<file path="src/rtl/store_port_arbiter_pkg.sv">
// Shared constants and helpers for the D$ store-port arbiter.
package store_port_arbiter_pkg;

    localparam int unsigned STORE_ARB_MAX_PORTS = 32'd4;

    // Next round-robin start position after granting port id.
    function automatic int unsigned rr_next(input int unsigned id, input int unsigned nr_ports);
        return (id + 32'd1 >= nr_ports) ? 32'd0 : id + 32'd1;
    endfunction

endpackage

</file>
<file path="src/rtl/store_port_id_fifo.sv">
// In-order FIFO of requester IDs for granted writes still waiting on their ack.
module store_port_id_fifo #(
    parameter int unsigned DEPTH = 4,
    parameter int unsigned W     = 1
) (
    input  logic                     clk_i,
    input  logic                     rst_ni,
    input  logic                     push_i,
    input  logic [W-1:0]             data_i,
    input  logic                     pop_i,
    output logic [W-1:0]             data_o,
    output logic                     full_o,
    output logic                     empty_o,
    output logic [$clog2(DEPTH):0]   count_o
);
    localparam int unsigned PTR_W = $clog2(DEPTH);
    localparam int unsigned CNT_W = PTR_W + 1;

    logic [W-1:0]     mem_q [DEPTH];
    logic [PTR_W-1:0] wr_q, wr_d, rd_q, rd_d;
    logic [CNT_W-1:0] cnt_q, cnt_d;
    logic             push_s, pop_s;

    // Pointer and occupancy next-state; push guarded by full, pop by empty.
    always_comb begin
        push_s = push_i && !full_o;
        pop_s  = pop_i && !empty_o;
        wr_d   = push_s ? wr_q + PTR_W'(1) : wr_q;
        rd_d   = pop_s  ? rd_q + PTR_W'(1) : rd_q;
        case ({push_s, pop_s})
            2'b10:   cnt_d = cnt_q + CNT_W'(1);
            2'b01:   cnt_d = cnt_q - CNT_W'(1);
            default: cnt_d = cnt_q;
        endcase
    end

    // Storage and pointer registers.
    always_ff @(posedge clk_i) begin
        if (!rst_ni) begin
            wr_q  <= {PTR_W{1'b0}};
            rd_q  <= {PTR_W{1'b0}};
            cnt_q <= {CNT_W{1'b0}};
            for (int i = 0; i < int'(DEPTH); i++) begin
                mem_q[i] <= {W{1'b0}};
            end
        end else begin
            wr_q  <= wr_d;
            rd_q  <= rd_d;
            cnt_q <= cnt_d;
            if (push_s) begin
                mem_q[wr_q] <= data_i;
            end
        end
    end

    assign data_o  = mem_q[rd_q];
    assign full_o  = (cnt_q == CNT_W'(DEPTH));
    assign empty_o = (cnt_q == {CNT_W{1'b0}});
    assign count_o = cnt_q;

endmodule

</file>
<file path="src/rtl/store_port_arbiter.sv">
// Round-robin arbiter for the single D$ store port; holds a selection until
// granted and routes in-order write acks back to the issuing requester.
module store_port_arbiter
    import store_port_arbiter_pkg::*;
#(
    parameter int unsigned NR_PORTS = 2,
    parameter int unsigned ADDR_W   = 56,
    parameter int unsigned DATA_W   = 64,
    parameter int unsigned MAX_OUT  = 4
) (
    input  logic                                 clk_i,
    input  logic                                 rst_ni,
    input  logic [NR_PORTS-1:0]                  req_i,
    input  logic [NR_PORTS-1:0][ADDR_W-1:0]      addr_i,
    input  logic [NR_PORTS-1:0][DATA_W-1:0]      wdata_i,
    input  logic [NR_PORTS-1:0][DATA_W/8-1:0]    be_i,
    input  logic [NR_PORTS-1:0][1:0]             size_i,
    output logic [NR_PORTS-1:0]                  gnt_o,
    output logic [NR_PORTS-1:0]                  ack_o,
    output logic                                 req_o,
    output logic [ADDR_W-1:0]                    addr_o,
    output logic [DATA_W-1:0]                    wdata_o,
    output logic [DATA_W/8-1:0]                  be_o,
    output logic [1:0]                           size_o,
    input  logic                                 gnt_i,
    input  logic                                 ack_i,
    output logic                                 idle_o,
    output logic                                 err_o
);
    localparam int unsigned ID_W  = (NR_PORTS > 1) ? $clog2(NR_PORTS) : 1;
    localparam int unsigned CNT_W = $clog2(MAX_OUT) + 1;

    typedef enum logic {IDLE = 1'b0, HOLD = 1'b1} state_e;

    state_e          state_q, state_d;
    logic [ID_W-1:0] sel_q, sel_d, rr_q, rr_d, pick_s, sel_s, head_s;
    logic            pick_vld_s, hit_s, req_s, push_s, pop_s;
    logic            full_s, empty_s, err_q, err_d;
    logic [CNT_W-1:0] count_s;
    int unsigned     idx_s;

    // Cyclic search for the first requester at or after rr_q.
    always_comb begin
        pick_vld_s = 1'b0;
        pick_s     = {ID_W{1'b0}};
        hit_s      = 1'b0;
        idx_s      = 32'd0;
        for (int unsigned k = 0; k < NR_PORTS; k++) begin
            idx_s      = 32'(rr_q) + k;
            idx_s      = (idx_s >= NR_PORTS) ? idx_s - NR_PORTS : idx_s;
            hit_s      = !pick_vld_s && req_i[idx_s];
            pick_s     = hit_s ? ID_W'(idx_s) : pick_s;
            pick_vld_s = pick_vld_s | hit_s;
        end
    end

    // State, selection, round-robin pointer and sticky error registers.
    always_ff @(posedge clk_i) begin
        if (!rst_ni) begin
            state_q <= IDLE;
            sel_q   <= {ID_W{1'b0}};
            rr_q    <= {ID_W{1'b0}};
            err_q   <= 1'b0;
        end else begin
            state_q <= state_d;
            sel_q   <= sel_d;
            rr_q    <= rr_d;
            err_q   <= err_d;
        end
    end

    // Next-state: an ungranted pick is latched; a hold ends on grant or dropped request.
    always_comb begin
        state_d = state_q;
        sel_d   = sel_q;
        case (state_q)
            IDLE: begin
                if (req_s && !gnt_i) begin
                    state_d = HOLD;
                    sel_d   = pick_s;
                end else begin
                    state_d = IDLE;
                end
            end
            HOLD: begin
                if (gnt_i || !req_i[sel_q]) begin
                    state_d = IDLE;
                end else begin
                    state_d = HOLD;
                end
            end
            default: state_d = IDLE;
        endcase
        rr_d  = push_s ? ID_W'(rr_next(32'(sel_s), NR_PORTS)) : rr_q;
        err_d = err_q | (ack_i & empty_s);
    end

    // Outputs: full-blocking looks only at the registered count, so a same-cycle pop never unblocks.
    always_comb begin
        if (state_q == HOLD) begin
            sel_s = sel_q;
            req_s = req_i[sel_q];
        end else begin
            sel_s = pick_s;
            req_s = pick_vld_s && !full_s;
        end
        push_s = req_s && gnt_i;
        pop_s  = ack_i && !empty_s;
        gnt_o  = {NR_PORTS{1'b0}};
        gnt_o[sel_s] = push_s;
        ack_o  = {NR_PORTS{1'b0}};
        ack_o[head_s] = pop_s;
        req_o  = req_s;
        if (req_s) begin
            addr_o  = addr_i[sel_s];
            wdata_o = wdata_i[sel_s];
            be_o    = be_i[sel_s];
            size_o  = size_i[sel_s];
        end else begin
            addr_o  = {ADDR_W{1'b0}};
            wdata_o = {DATA_W{1'b0}};
            be_o    = {(DATA_W/8){1'b0}};
            size_o  = 2'b00;
        end
        idle_o = (state_q == IDLE) && (count_s == {CNT_W{1'b0}}) && !req_s;
        err_o  = err_q;
    end

    store_port_id_fifo #(
        .DEPTH (MAX_OUT),
        .W     (ID_W)
    ) i_id_fifo (
        .clk_i   (clk_i),
        .rst_ni  (rst_ni),
        .push_i  (push_s),
        .data_i  (sel_s),
        .pop_i   (pop_s),
        .data_o  (head_s),
        .full_o  (full_s),
        .empty_o (empty_s),
        .count_o (count_s)
    );

endmodule

</file>
<file path="config.mk">
export PLATFORM = sky130hd
export DESIGN_NAME = store_port_arbiter
export DESIGN_NICKNAME = d
export VERILOG_FILES = /design/src/rtl/store_port_arbiter_pkg.sv /design/src/rtl/store_port_id_fifo.sv /design/src/rtl/store_port_arbiter.sv
export SDC_FILE = /design/constraint.sdc
export NUM_CORES = 1
export LEC_CHECK = 0
export ABC_AREA = 1
export CORE_AREA = 2 2 156 158
export DETAILED_ROUTE_END_ITERATION = 10
export DIE_AREA = 0 0 158 160
export PLACE_DENSITY = 0.45
export SETUP_SLACK_MARGIN = 0.2
export SLEW_MARGIN = 10
export SYNTH_ARGS = -nofsm -noshare
export SYNTH_HDL_FRONTEND = slang
export SYNTH_SLANG_ARGS = --single-unit
</file>
<file path="constraint.sdc">
create_clock -name clk_i -period 6.55 [get_ports clk_i]
set_clock_uncertainty 0.2 [all_clocks]
set_input_delay 1.965 -clock clk_i [delete_from_list [all_inputs] [get_ports clk_i]]
set_output_delay 1.965 -clock clk_i [all_outputs]
set_load 0.02 [all_outputs]
</file>
* After elaboration in Yosys (flattened, before gate mapping)
Memory sizes are Yosys's and may differ from the RTL's. A register that Yosys moved wholly into a read port is not among the register bits. Index checks and enable logic that the tools add are counted.
Word-level totals: bits in registers 11, bits in writable memories 4, input bits 266, output and inout bits 137, word-level logic and storage cells 99, memories 1
Memory list:
- i_id_fifo.mem_q | depth 4, bits a word 1, rd ports 1, clocked after Yosys merged registers in 1, write ports 4, RTL line store_port_id_fifo.sv:19 | logic [W-1:0] mem_q [DEPTH];
Cells by class: $add $sub $neg 8, order comparisons 10, equal/unequal tests 3, mux-type cells 42, bitwise operators 6, reduce and logical (&&, ||, !) cells 22
Operators with widths (number):
- $mux 64 | 3
- $mux 56 | 3
- $lt 32x2->1 const B | 2
- $mux 32 | 2
- $mux 8 | 3
- $mux 1 | 21
- $mux 2 | 6
- $logic_and 1x1->1 | 11
- $logic_not 1->1 | 6
- $lt 1x2->1 const B | 3
- $pmux 3 s2 | 1
- $add 1x1->2 const B | 2
- $add 2x1->2 const B | 2
- $and 2x2->2 | 2
- $ge 2x2->1 const B | 2
- $add 3x1->3 const B | 1
- $eq 3x3->1 const B | 1
- $logic_not 3->1 | 1
- $sub 1x2->3 const B | 1
- $sub 2x2->3 const B | 1
- $sub 3x1->3 const B | 1
- $demux 1 s1 | 2
- $eq 2x1->1 const B | 1
- $eq 2x2->1 const B | 1
- 10 further kinds | 12

* Longest topological paths before layout
depth in word-level cells 16, mapped depth 12, gate-level depth less buffers 12

* Hierarchy
Synthesis repeated with hierarchy kept, for this count alone.
Unflattened totals: cell total of the unflattened synthesis 559, area, all modules 2904.0 um2
By module, submodules not included:
- store_port_arbiter | times used 1, cells an instance 479, area an instance 2229.6 um2
- store_port_id_fifo | times used 1, cells an instance 80, area an instance 674.4 um2

* Worst setup path after synthesis
OpenSTA, ideal clock, no wires.
kind input port to output port, from input req_i[0], to output addr_o[5], arrival 2.987 ns, data required time 4.385 ns, setup slack 1.398 ns, cell stages on the path 8, buffers on the path 2, cells stage by stage inv_1 o21ai_2 nand2_2 o21ai_4 buf_6 buf_2 o21ai_0 nor2_1
Between the ends: longest elaborated chain between the ends 9
RTL lines:
- from (decl) | RTL line store_port_arbiter.sv:13 | input logic [NR_PORTS-1:0] req_i,
- $mux 1 (not written as such) (2 in series) | RTL line store_port_arbiter.sv:51 | hit_s = !pick_vld_s && req_i[idx_s];
- $logic_not 1->1 | RTL line store_port_arbiter.sv:51
- $logic_and 1x1->1 | RTL line store_port_arbiter.sv:51
- $mux 1 | RTL line store_port_arbiter.sv:52 | pick_s = hit_s ? ID_W'(idx_s) : pick_s;
- $mux 1 | RTL line store_port_arbiter.sv:100 | if (state_q == HOLD) begin
- $mux 56 (not written as such) (2 in series) | RTL line store_port_arbiter.sv:115 | addr_o = addr_i[sel_s];
- $mux 56 (*) | RTL line store_port_arbiter.sv:114 | if (req_s) begin
- to (decl) | RTL line store_port_arbiter.sv:21 | output logic [ADDR_W-1:0] addr_o,
Every way passes the cells marked *; elsewhere a longest branch is shown, timed or not. The select of a mux whose other input is x is not followed.

* Worst setup path after layout
from input req_i[1], to output wdata_o[9]
Between the ends: longest elaborated chain between the ends 9
RTL lines:
- $mux 1 (not written as such) (2 in series) | RTL line store_port_arbiter.sv:51
- $logic_not 1->1 | RTL line store_port_arbiter.sv:51
- $logic_and 1x1->1 | RTL line store_port_arbiter.sv:51
- $mux 1 | RTL line store_port_arbiter.sv:52
- $mux 1 | RTL line store_port_arbiter.sv:100
- $mux 64 (not written as such) (2 in series) | RTL line store_port_arbiter.sv:116 | wdata_o = wdata_i[sel_s];
- $mux 64 (*) | RTL line store_port_arbiter.sv:114
- to (decl) | RTL line store_port_arbiter.sv:22 | output logic [DATA_W-1:0] wdata_o,
Marked as above.

==> reports/results.txt <==
The run finished with clean final reports. The run gives 0 as the number of post-CTS setup repair buffers. At the worst endpoint, the arrival time is 4.11 ns. For this design the top-level I/O count stands at 403.

The buffers plus inverters on the worst setup path is 5. The total overflow reported by the global router is 0. The worst setup path is launched from an input pin. Worst flop-to-flop path endpoint: i_id_fifo.count_o[2]$_SDFFE_PN0P_. The number of max-slew violations in the final report was 0; the vias per cell was 3.78. The capture endpoint of the worst hold path is err_o$_SDFF_PN0_. STA puts the critical path data required time at 4.39 ns.

The primary flip-flop cell chosen by synthesis mapping was sky130_fd_sc_hd__dfxtp_1. The max-cap check violation count was 0. In this run the power density over the cells is 239 nW/um^2. The run gives 0 ns as the setup total negative slack.

Input and output buffers added on the ports amount to 402. The largest single stage delay on the critical path is 0.64 ns. The net count of the finished layout is 1202. The most numerous cell in the Yosys netlist was sky130_fd_sc_hd__nor2_1.

Among cell families on the critical path, the largest total delay comes from buffers and inverters. The antenna diode count was 0; the cell area after synthesis was 2790 sq um. Entering global routing, the biggest net connects 72 pins. The wire length of the first global-routing pass was 25700 um; the transition time of the tightest slew-check pin was 0.573 ns. Clock tree root buffer cell: sky130_fd_sc_hd__clkbuf_16. The run gives 4 as the length of the first detailed-routing pass in iterations. Beginning of the critical path: req_i[1]. Sequential elements use 12.5% of the synthesized area. Along the worst hold path, the cell count comes to 2.

For this design the static power due to leakage is 3.00 nW. Synthesis produced a netlist with a net count of 817. Setup repair after global routing could not meet its margin everywhere.

The min-delay analysis places its worst path in the category flip-flop to flip-flop. The aggregate routed wire length was 17900 um. The kind of end point of the critical path is a primary output. The share of the synthesized area in the top cell type is 35.5%, and the initial antenna violation count is 0. The tree built by TritonCTS fans out to 17 sinks. The worst path needs 6.27 ns of the cycle, external delays included. The clock transition at the registers of the reported paths is 0.05 ns, and the remaining number of nets flagged by the antenna check after routing is 0.

Static timing analysis puts the maximum clock frequency at 0.159 GHz. The tools report the startpoint of the worst hold path as err_o$_SDFF_PN0_. The tools report the count of standard-cell rows as 57. For the routability congestion estimate from global placement, the log shows 0.784. The die width was 158 um; the fraction of final layout cells sized beyond drive strength 1 was 5.25%. After legalization and detailed placement, the total HPWL measured 14200 um. The tools report the global-route total usage across every layer as 12.8%.

After synthesis, the most frequently instantiated cells are 264 x sky130_fd_sc_hd__nor2_1, 112 x sky130_fd_sc_hd__o21ai_0, 25 x sky130_fd_sc_hd__o21ai_1. The tools report the setup violation total in the final timing report as 0. Synthesis inferred 17 register bits. TritonCTS built the clock tree.

sky130_fd_sc_hd__nor2_1 takes more of the synthesized area than any other cell. Total count of hold-check failures in the final report: 0. The maximum VDD drop was 0.000115 V.

Reg2reg setup slack: 4.01 ns. The tools report the number of hold buffers added after CTS as 0. The slowest stage of the critical path belongs to the cell sky130_fd_sc_hd__clkdlybuf4s50_1.

For the number of global-route vias before repair, the log shows 4646. The depth of the worst register-to-register path works out to 13. The worst slew slack as a fraction of its limit came out at 61.4%.

In the synthesized netlist the async set-or-reset flop fraction comes to 0%. The launch instance of the worst register-to-register path was i_id_fifo.count_o[0]$_SDFFE_PN0P_. The area of the die came out at 25300 sq um.

The peak fanout along the critical path is 28. The via count was 4750. The count of yosys warnings during synthesis is 0. The utilization after layout is 30.8%.

The count of flip-flops with a built-in enable after synthesis works out to 1. Traced cell by cell, the critical path runs through clkdlybuf4s50_1, o21ai_2, nand2_2, o21ai_4, inv_4, buf_12, buf_12, nor2_1, nor2_1, clkdlybuf4s50_1. By startpoint and endpoint, the worst setup path is classified as input pin to primary output.

Sorting the synthesized cells by area gives the leading types as sky130_fd_sc_hd__nor2_1 35%, sky130_fd_sc_hd__o21ai_0 20%, sky130_fd_sc_hd__dfxtp_1 11%, sky130_fd_sc_hd__o21ai_1 4.5%, sky130_fd_sc_hd__buf_6 4.0%. Clock latency on the worst-skew pair, taken at its later pin, is 0.24 ns. Compared with the post-synthesis result, the final layout area differs by 162%. After the first detailed-routing iteration, the DRC count stood at 274. The logs give 2669 for the count of filler cells inserted in the layout and 30 for the number of unique standard cell types used by synthesis.

For the number of clock buffers inserted by TritonCTS, the log shows 3. For the total core area, the log shows 23800 sq um. The buffer depth of the longest clock path is 2. The initial utilization of the core area, before any placement, comes to 11.7%. The final critical-path share of the clock period is 95.8%, and the residual DRC count is 0. Measured along the y axis, the die boundary spans 160 um. The CTS H-tree depth is 1, and the gate count of the mapped netlist is 549.

After synthesis, the mean cell area works out to 5.09 sq um. Per-cell routed wire length: 14.2 um.
-- worst max path at each step --
stage,end,slack [ns],cells after the start
finish,wdata_o[9],0.28,10
floorplan,addr_o[5],1.40,8
CTS,wdata_o[7],0.25,10
global placement,wdata_o[9],0.24,9
global route,wdata_o[9],0.15,9
detailed placement,wdata_o[7],0.25,10
-- cells by family (layout without fill, tap and decap cells) --
family,after synthesis,after routing,synth area share [%]
fa+ha+maj,2,2,1.16
flops,17,17,12.5
compound gates,153,153,28.3
simple gates,311,311,44.9
buf+inv,66,450,13.1
-- final cells by class --
class                      count  area (sq um)  area share (%)
timing repair buffer         423          4330            59.1
sequential                    17           350            4.78
clock buffer                   4          78.8            1.08
inverter                      23          88.8            1.21
multi-input combinational    466          2080            28.3
tap                          324           405            5.53
-- where the power goes --
part | switching, mW | leakage, nW | internal (mW) | total, mW
Clock | 0.0387 | 0.0382 | 0.0826 | 0.121
Combinational | 0.787 | 2.82 | 0.700 | 1.49
Sequential | 0.0175 | 0.141 | 0.126 | 0.144
-- worst min-delay path: stages (launching register included) --
cell                      delay, ns
sky130_fd_sc_hd__dfxtp_1       0.31
sky130_fd_sc_hd__inv_1         0.05
sky130_fd_sc_hd__a21oi_1       0.06
-- cell usage in the layout, fill, tap and decap left out, drive strengths merged --
master	instances
buf	22
o211ai	1
fa	1
nor2	274
o31ai	1
nand3	12
ha	1
o21ai	139
or2	1
dfxtp	16
clkbuf	4
a21oi	11
nand2	21
nor3	2
a32oi	1
edfxtp	1
inv	23
nand4	1
clkdlybuf4s50	385
dlymetal6s2s	16
-- per-stage QoR --
stage | setup WS [ns] | hold slack (ns) | power, mW | std cells | cell area, sq um
3_5_place_dp | 0.245 | 0.265 | 1.65 | 1253 | 7210
3_3_place_gp | 0.241 | 0.246 | 1.66 | 1253 | 7210
5_1_grt | 0.147 | 0.307 | 1.89 | 1257 | 7330
4_1_cts | 0.247 | 0.275 | 1.78 | 1257 | 7290
2_1_floorplan | 1.40 | 0.236 | 0.898 | 549 | 2790
6_report | 0.277 | 0.265 | 1.75 | 1257 | 7330
-- what timing repair did --
action | in CTS | in global routing
setup endpoints to repair | 0 | 31
resized for setup | 0 | 16
hold endpoints to repair | 0 | 0
-- per-layer routing --
layer,track usage [%],wire length (um)
met4,1.35,124
met2,24.9,9160
met1,14.9,7160
met3,1.87,1420
met5,0,0
No activity file was read; power rests on OpenSTA's default activity.
